[src/rtl/dm_arb_pkg.sv]
// Shared types and constants for the data-memory port arbiter.
package dm_arb_pkg;

  // Arbiter FSM: IDLE picks an owner, SERVE grants that owner's accesses.
  typedef enum logic {
    IDLE  = 1'b0,
    SERVE = 1'b1
  } state_t;

  // Requester indices (port 0 = CPU load/store, port 1 = debug/DMA loader).
  localparam int PORT0 = 0;
  localparam int PORT1 = 1;

  // Default address/data widths.
  localparam int DEF_AW = 32;
  localparam int DEF_DW = 32;

endpackage

[src/rtl/dm_rr_pick.sv]
// Two-way round-robin selector: the port that was not served last wins a tie.
module dm_rr_pick (
  input  logic [1:0] req,
  input  logic       last,
  output logic       winner,
  output logic       any
);

  // A lone requester wins outright; under contention the port other than 'last' wins.
  always_comb begin
    any = |req;
    if (req == 2'b11) begin
      winner = ~last;
    end else begin
      winner = req[1] & ~req[0];
    end
  end

endmodule

[src/rtl/dm_port_arbiter.sv]
// Round-robin arbiter sharing a single-port data memory between two requesters,
// with bounded bursts and registered per-port read data.
module dm_port_arbiter
  import dm_arb_pkg::*;
#(
  parameter int AW        = DEF_AW,
  parameter int DW        = DEF_DW,
  parameter int BURST_MAX = 4
) (
  input  logic          clk,
  input  logic          rst,
  input  logic          m0_req,
  input  logic          m0_we,
  input  logic [AW-1:0] m0_addr,
  input  logic [DW-1:0] m0_wdata,
  output logic          m0_gnt,
  output logic          m0_rvalid,
  output logic [DW-1:0] m0_rdata,
  input  logic          m1_req,
  input  logic          m1_we,
  input  logic [AW-1:0] m1_addr,
  input  logic [DW-1:0] m1_wdata,
  output logic          m1_gnt,
  output logic          m1_rvalid,
  output logic [DW-1:0] m1_rdata,
  output logic          mem_we,
  output logic          mem_re,
  output logic [AW-1:0] mem_addr,
  output logic [DW-1:0] mem_wdata,
  input  logic [DW-1:0] mem_rdata,
  output logic          busy
);

  // Wide enough to hold BURST_MAX-1 even when BURST_MAX is 1.
  localparam int CW = $clog2(BURST_MAX) + 1;

  state_t          state_reg;
  state_t          state_next;
  logic            owner_reg;
  logic            last_reg;
  logic [CW-1:0]   burst_cnt_reg;

  logic [1:0]      req_vec;
  logic [1:0]      we_vec;
  logic [1:0]      gnt_vec;
  logic            pick_winner;
  logic            pick_any;

  logic            owner_req;
  logic            owner_we;
  logic [AW-1:0]   owner_addr;
  logic [DW-1:0]   owner_wdata;
  logic            burst_end;

  logic [1:0]      rvalid_reg;
  logic [DW-1:0]   rdata_reg [2];

  assign req_vec = {m1_req, m0_req};
  assign we_vec  = {m1_we,  m0_we};

  dm_rr_pick u_pick (
    .req    (req_vec),
    .last   (last_reg),
    .winner (pick_winner),
    .any    (pick_any)
  );

  // Current owner's request fields; the other port never reaches the memory.
  assign owner_req   = owner_reg ? m1_req   : m0_req;
  assign owner_we    = owner_reg ? m1_we    : m0_we;
  assign owner_addr  = owner_reg ? m1_addr  : m0_addr;
  assign owner_wdata = owner_reg ? m1_wdata : m0_wdata;
  assign burst_end   = (burst_cnt_reg == CW'(BURST_MAX - 1));

  // FSM state register.
  always_ff @(posedge clk or posedge rst) begin
    if (rst) begin
      state_reg <= IDLE;
    end else begin
      state_reg <= state_next;
    end
  end

  // Next state: leave SERVE when the owner lets go or its burst is used up.
  always_comb begin
    state_next = state_reg;
    case (state_reg)
      IDLE:    if (pick_any) state_next = SERVE;
      SERVE:   if (!owner_req || burst_end) state_next = IDLE;
      default: state_next = IDLE;
    endcase
  end

  // Outputs: grant and memory drive only for the owner while it is requesting.
  always_comb begin
    gnt_vec   = 2'b00;
    mem_we    = 1'b0;
    mem_re    = 1'b0;
    mem_addr  = '0;
    mem_wdata = '0;
    busy      = (state_reg == SERVE);
    if (state_reg == SERVE && owner_req) begin
      gnt_vec[owner_reg] = 1'b1;
      mem_we             = owner_we;
      mem_re             = ~owner_we;
      mem_addr           = owner_addr;
      mem_wdata          = owner_wdata;
    end
  end

  // Owner selection, round-robin history and burst length tracking.
  always_ff @(posedge clk or posedge rst) begin
    if (rst) begin
      owner_reg     <= 1'b0;
      last_reg      <= 1'b1;
      burst_cnt_reg <= '0;
    end else begin
      case (state_reg)
        IDLE: begin
          if (pick_any) begin
            owner_reg     <= pick_winner;
            burst_cnt_reg <= '0;
          end
        end
        SERVE: begin
          if (!owner_req || burst_end) begin
            last_reg      <= owner_reg;
            burst_cnt_reg <= '0;
          end else begin
            burst_cnt_reg <= burst_cnt_reg + CW'(1);
          end
        end
        default: burst_cnt_reg <= '0;
      endcase
    end
  end

  assign m0_gnt = gnt_vec[PORT0];
  assign m1_gnt = gnt_vec[PORT1];

  // Per-port read return: capture memory data at the granted read's edge.
  generate
    for (genvar gi = 0; gi < 2; gi++) begin : g_rd
      // One-cycle rvalid pulse; rdata holds until this port's next read.
      always_ff @(posedge clk or posedge rst) begin
        if (rst) begin
          rvalid_reg[gi] <= 1'b0;
          rdata_reg[gi]  <= '0;
        end else begin
          rvalid_reg[gi] <= gnt_vec[gi] & ~we_vec[gi];
          if (gnt_vec[gi] && !we_vec[gi]) begin
            rdata_reg[gi] <= mem_rdata;
          end
        end
      end
    end
  endgenerate

  assign m0_rvalid = rvalid_reg[PORT0];
  assign m1_rvalid = rvalid_reg[PORT1];
  assign m0_rdata  = rdata_reg[PORT0];
  assign m1_rdata  = rdata_reg[PORT1];

endmodule

[config.mk]
export PLATFORM = sky130hd
export DESIGN_NAME = dm_port_arbiter
export DESIGN_NICKNAME = d
export VERILOG_FILES = /design/src/rtl/dm_arb_pkg.sv /design/src/rtl/dm_rr_pick.sv /design/src/rtl/dm_port_arbiter.sv
export SDC_FILE = /design/constraint.sdc
export NUM_CORES = 1
export LEC_CHECK = 0
export CELL_PAD_IN_SITES_DETAIL_PLACEMENT = 1
export CELL_PAD_IN_SITES_GLOBAL_PLACEMENT = 1
export CORE_MARGIN = 4
export CORE_UTILIZATION = 25
export CTS_CLUSTER_DIAMETER = 30
export CTS_CLUSTER_SIZE = 10
export DETAILED_ROUTE_END_ITERATION = 8
export PLACE_DENSITY_LB_ADDON = 0.1
export SLEW_MARGIN = 20
export SYNTH_ARGS = -nofsm -noshare
export SYNTH_HDL_FRONTEND = slang
export SYNTH_SLANG_ARGS = --single-unit
export TNS_END_PERCENT = 30
[constraint.sdc]
create_clock -name clk -period 3.9 [get_ports clk]
set_input_delay 0.39 -clock clk [delete_from_list [all_inputs] [get_ports clk]]
set_output_delay 0.39 -clock clk [all_outputs]
set_load 0.02 [all_outputs]
==> flow_summary.ini, run 1 <==
[status]
status = finished, final reports clean

[clock_network]
cts_max_path_buffers = 2
insertion_delay_ps = 330
clkSlewWorstSetupHoldPaths_ps = 60
htreeDepth = 3
root_buffer = clkbuf_16
cts.sinks = 72
ctsResizeCount = 0
post-cts-setup-buffer-count = 0
cts_made_buffers = 9
cts_tree = built
postCtsHoldBufs = 0

[route]
post-route-drc-count = 0
wl_per_cell_um = 22.98
finalWirelength_um = 16940
first_pass_iters = 4
drt_iter0_drc = 180
vias = 3434
viasPerCell = 4.659
antenna_left = 0

[worst_setup_path]
critPathMostFrequentCell = clkdlybuf4s50_1
critPathMaxStageDelay_ps = 650
path_delay_family = buffers and inverters
crit_required_ps = 3510
cp.arrival_ps = 2680
ff2ff_path_depth = 4
crit_chain = clkdlybuf4s50_1 > and3_2 > buf_12 > a22o_1 > clkdlybuf4s50_1
critPathLaunchType = input pin
path_buf_inv = 3
cp.depth = 5
cp-end-kind = output port
cp_max_fo = 40
crit_type = input pin to output port
cp_slowest_cell = clkdlybuf4s50_1

[synth]
yosys-top-cells-area = dfrtp_1, a22o_1, mux2_4
synthDistinctLibCells = 27
ys_seq_elements = 72
yosysTopAreaCell = dfrtp_1
synthCells = 258
yosysWarnings = 0
synth_edf_count = 0
avgSynthCellArea_um2 = 13.79
synth_seq_area_share_pct = 50.69
synth_top_area_share_pct = 49.95
synth.most_common_cell = dfrtp_1
asyncSetResetFlopFracSynth_pct = 100.0
syn_nets = 426
synth_area_um2 = 3557
synthTopCellsByCount = dfrtp_1, a22o_1, mux2_2, mux2_4, buf_2
ys.flop_type = dfrtp_1

[job]
maxCapViolCount = 0

[power_and_ir_drop]
power.density_nw_per_um2 = 737.4
power_uw = 5178
p_leak_uw = 0.002884
peakVddDrop_mv = 0.4077

[floorplan]
dieArea_um2 = 16200
row_count = 43
start_util_pct = 25.53
die_h_um = 127.3
core_region_area_um2 = 13930
io_pins = 301
die_x_um = 127.3

[sta]
finClkSkew_ps = 4.840
timing.fmax_mhz = 325.6
slew_headroom_pct = 57.91
slew_violations = 0
period_needed_ps = 3071
finalCritPeriodShare_pct = 78.75
hold_slack_ps = 323.6
rsz0062_at_grt = no
hold_viol = 0
setup_violations = 0
worst_pin_slew_ps = 631.4
tns_ps = 0

[global_routing]
grt_pass1_wl_um = 24520
grt_usage_pct = 20.26
antenna_found_initial = 3
grt_pass1_vias = 3711
grt_max_degree = 66
grt-ovfl-total = 0

[layout]
fin_nets = 719
stdcell_area_um2 = 7022
drive_gt1_share_pct = 16.55
area_growth_pct = 97.40
instances_no_fill = 737

[placed_design]
port-buffer-count = 300
dpl.hpwl_um = 13550
place_area_um2 = 6698
place.gp.congestion = 0.9505
dp_cells = 720

[hold_path]
hp-class = input pin to async pin
worst register-to-register path, cell delays in order (launching register included):
cell	delay, ps
dfrtp_1	450
and3_2	440
nand2b_2	170
buf_4	420
mux2_2	420
placed cells by master (no fill, tap or decap), drive strengths merged:
cell,instances
a21oi,1
a22o,64
a32o,1
and3,1
and3b,1
buf,6
bufinv,2
clkbuf,10
clkdlybuf4s50,300
clkinv,3
clkinvlp,1
dfrtp,71
dfstp,1
diode,1
ha,2
inv,5
mux2,64
mux2i,1
nand2,5
nand2b,3
nand3,3
nand3b,2
nor2,1
nor2b,1
nor3,1
o21ai,5
or3,1
cells by family after synthesis:
family	after synthesis	synth area share, %
AND/OR/NAND/NOR	19	3.130
AO/OA/AOI/OAI	71	16.88
buffers and inverters	29	5.100
multiplexers	65	23.50
flip-flops	72	50.69
adder cells (fa/ha/maj)	2	0.7034
per-layer routing:
layer / global-route usage [%] / share of wire, % / up-vias
met5: 0 / 0.14 / -
met4: 7.886 / 2.7 / 4
li1: - / - / 1562
met3: 8.905 / 9.7 / 26
met1: 22.34 / 37 / 1679
met2: 34.31 / 50 / 163
worst paths after layout:
check,start,end,slack [ps]
setup / recovery,m1_req,mem_addr[15],830
max in group asynchronous,rst,last_reg$_DFFE_PP1P_,2800
hold / removal,rst,m1_rdata[26]$_DFFE_PP0P_,320
setup reg to reg,owner_reg$_DFFE_PP0P_,m1_rdata[11]$_DFFE_PP0P_,1890
hold reg to reg,burst_cnt_reg[2]$_DFFE_PP0P_,burst_cnt_reg[2]$_DFFE_PP0P_,480
min in group clk,burst_cnt_reg[2]$_DFFE_PP0P_,burst_cnt_reg[2]$_DFFE_PP0P_,480
layout make-up:
class                      count  area (um^2)
clock buffer                  10        239.0
clock inverter                 6        82.58
fill                        1446         6913
tap                          180        225.2
timing repair buffer         306         3073
multi-input combinational    157         1578
sequential                    72         1803
inverter                       5        18.77
antenna                        1        2.502
per-stage QoR:
stage / setup WS, ps / utilization [%]
final: 828.6 / 50.39
after global placement: 861.3 / 48.07
after floorplan: 1687 / -
after CTS: 816.7 / 50.37
after global routing: 692.6 / 50.39
after detailed placement: 831.1 / 48.07
power breakdown:
group / total, uW / switching (uW) / internal (uW)
clock network: 878 / 304 / 573
logic: 2970 / 1380 / 1590
registers: 1330 / 215 / 1120
total: 5180 / 1900 / 3280
No activity file was read; power rests on OpenSTA's default activity.
==> run 2, diff against run 1 <==
--- a/config.mk
+++ b/config.mk
@@ -8,7 +8,7 @@
 export CELL_PAD_IN_SITES_DETAIL_PLACEMENT = 1
 export CELL_PAD_IN_SITES_GLOBAL_PLACEMENT = 1
 export CORE_MARGIN = 4
-export CORE_UTILIZATION = 25
+export CORE_UTILIZATION = 21
 export CTS_CLUSTER_DIAMETER = 30
 export CTS_CLUSTER_SIZE = 10
 export DETAILED_ROUTE_END_ITERATION = 8
==> constraint.sdc (replaced) <==
create_clock -name clk -period 2.65 [get_ports clk]
set_input_delay 0.265 -clock clk [delete_from_list [all_inputs] [get_ports clk]]
set_output_delay 0.265 -clock clk [all_outputs]
set_load 0.02 [all_outputs]
==> flow_summary.ini, run 2 (synthesis results as in run 1) <==
[floorplan]
row_count = 47
die_x_um = 138.2
io_pins = 301
dieArea_um2 = 19090
die_h_um = 138.2
core_region_area_um2 = 16580
start_util_pct = 21.45

[route]
post-route-drc-count = 0
viasPerCell = 4.420
drt_iter0_drc = 58
vias = 3443
antenna_left = 0
first_pass_iters = 4
wl_per_cell_um = 21.82
finalWirelength_um = 17000

[clock_network]
cts_tree = built
cts.sinks = 72
post-cts-setup-buffer-count = 0
postCtsHoldBufs = 0
cts_made_buffers = 9
insertion_delay_ps = 330
ctsResizeCount = 0
clkSlewWorstSetupHoldPaths_ps = 60
htreeDepth = 3
cts_max_path_buffers = 2
root_buffer = clkbuf_16

[layout]
drive_gt1_share_pct = 16.82
fin_nets = 722
area_growth_pct = 99.51
mostFrequentLayoutCell = clkdlybuf4s50_1
antenna-diode-count = 0
n_fill_cell = 1766
layout_common_cells = clkdlybuf4s50_1, dfrtp_1, a22o_1
multi_input_area_um2 = 1578
register_area_um2 = 1803

[sta]
period_needed_ps = 2538
hold_slack_ps = 298.3
slew_headroom_pct = 58.46
tns_ps = 0
finalCritPeriodShare_pct = 95.75
slew_violations = 0
hold_viol = 0
worst_pin_slew_ps = 623.1
rsz0062_at_grt = no
setup_violations = 0
timing.fmax_mhz = 394.1
finClkSkew_ps = 6.327

[global_routing]
grt_max_degree = 51
met2_usage_pct = 28.29
grt_pass1_wl_um = 25780
grt_busiest_layer = met2
met3_usage_pct = 6.975
antenna_found_initial = 2
grt-ovfl-total = 0
grt_usage_pct = 17.40
grt_util_met1_pct = 21.86
grt_pass1_vias = 3817

[worst_setup_path]
ff2ff_path_depth = 5
r2r_end = m0_rdata[7]$_DFFE_PP0P_
crit_type = flip-flop to output port
r2r_start = owner_reg$_DFFE_PP0P_
cp_max_fo = 29
critPathLaunchType = flip-flop
cp-end-kind = output port
reg2reg_slack_ps = 430
crit_path_start = owner_reg$_DFFE_PP0P_
cp.arrival_ps = 2270
crit_required_ps = 2380

[power_and_ir_drop]
peakVddDrop_mv = 0.5039
clkPwrFrac_pct = 16.3
p_switching_uw = 2823
power.density_nw_per_um2 = 1068
p_sw_share_pct = 37.24
p_int_uw = 4758
power_uw = 7581
comb_power_share_pct = 57.8
p_leak_uw = 0.002894
seqPwrFrac_pct = 25.9

[job]
maxCapViolCount = 0

[status]
status = finished, final reports clean

[hold_path]
hp-class = input pin to async pin

[placed_design]
dpl.hpwl_um = 13420
port-buffer-count = 300
place.gp.congestion = 0.9045
run 2: power groups by stage:
stage / logic [uW] / clock network [uW] / registers (uW)
4_1_cts: 4460 / 1290 / 1970
5_1_grt: 4610 / 1340 / 2030
3_5_place_dp: 4440 / 0 / 1970
3_3_place_gp: 4390 / 0 / 1960
6_report: 4380 / 1240 / 1960
2_1_floorplan: 1620 / 0 / 2550
run 2: area by class of cell:
cell class | instances | area share, %
inverter | 5 | 0.2645
timing repair buffer | 309 | 43.90
sequential | 72 | 25.41
clock inverter | 5 | 0.8992
multi-input combinational | 157 | 22.23
tap | 220 | 3.879
clock buffer | 11 | 3.420
run 2: worst max-delay path, cell delays in order (launching register included):
cell	delay, ps
dfrtp_1	470
and3b_2	320
buf_6	260
a22o_1	240
clkdlybuf4s50_1	650
run 2: per-layer routing:
layer	share of wire [%]	wire length, um
met1	43	7321
met2	47	8020
met3	8.3	1410
met4	1.3	215
met5	0.16	27
run 2: worst max path at each step:
stage,end,slack (ps),depth (start not counted)
after floorplan,burst_cnt_reg[0]$_DFFE_PP0P_,560,1
after global placement,mem_addr[31],180,5
after detailed placement,mem_addr[31],170,5
after CTS,mem_addr[31],10,4
after global routing,mem_re,5,5
final,mem_addr[12],110,4
run 2: stage by stage:
stage | area, um^2 | utilization [%] | setup slack, ps | std cells
after floorplan | 3557 | - | 561.7 | 258
after global placement | 6783 | 40.90 | 177.5 | 763
after detailed placement | 6783 | 40.90 | 166.5 | 763
after CTS | 7089 | 42.75 | 11.97 | 779
after global routing | 7097 | 42.79 | 4.947 | 779
final | 7097 | 42.79 | 112.5 | 779
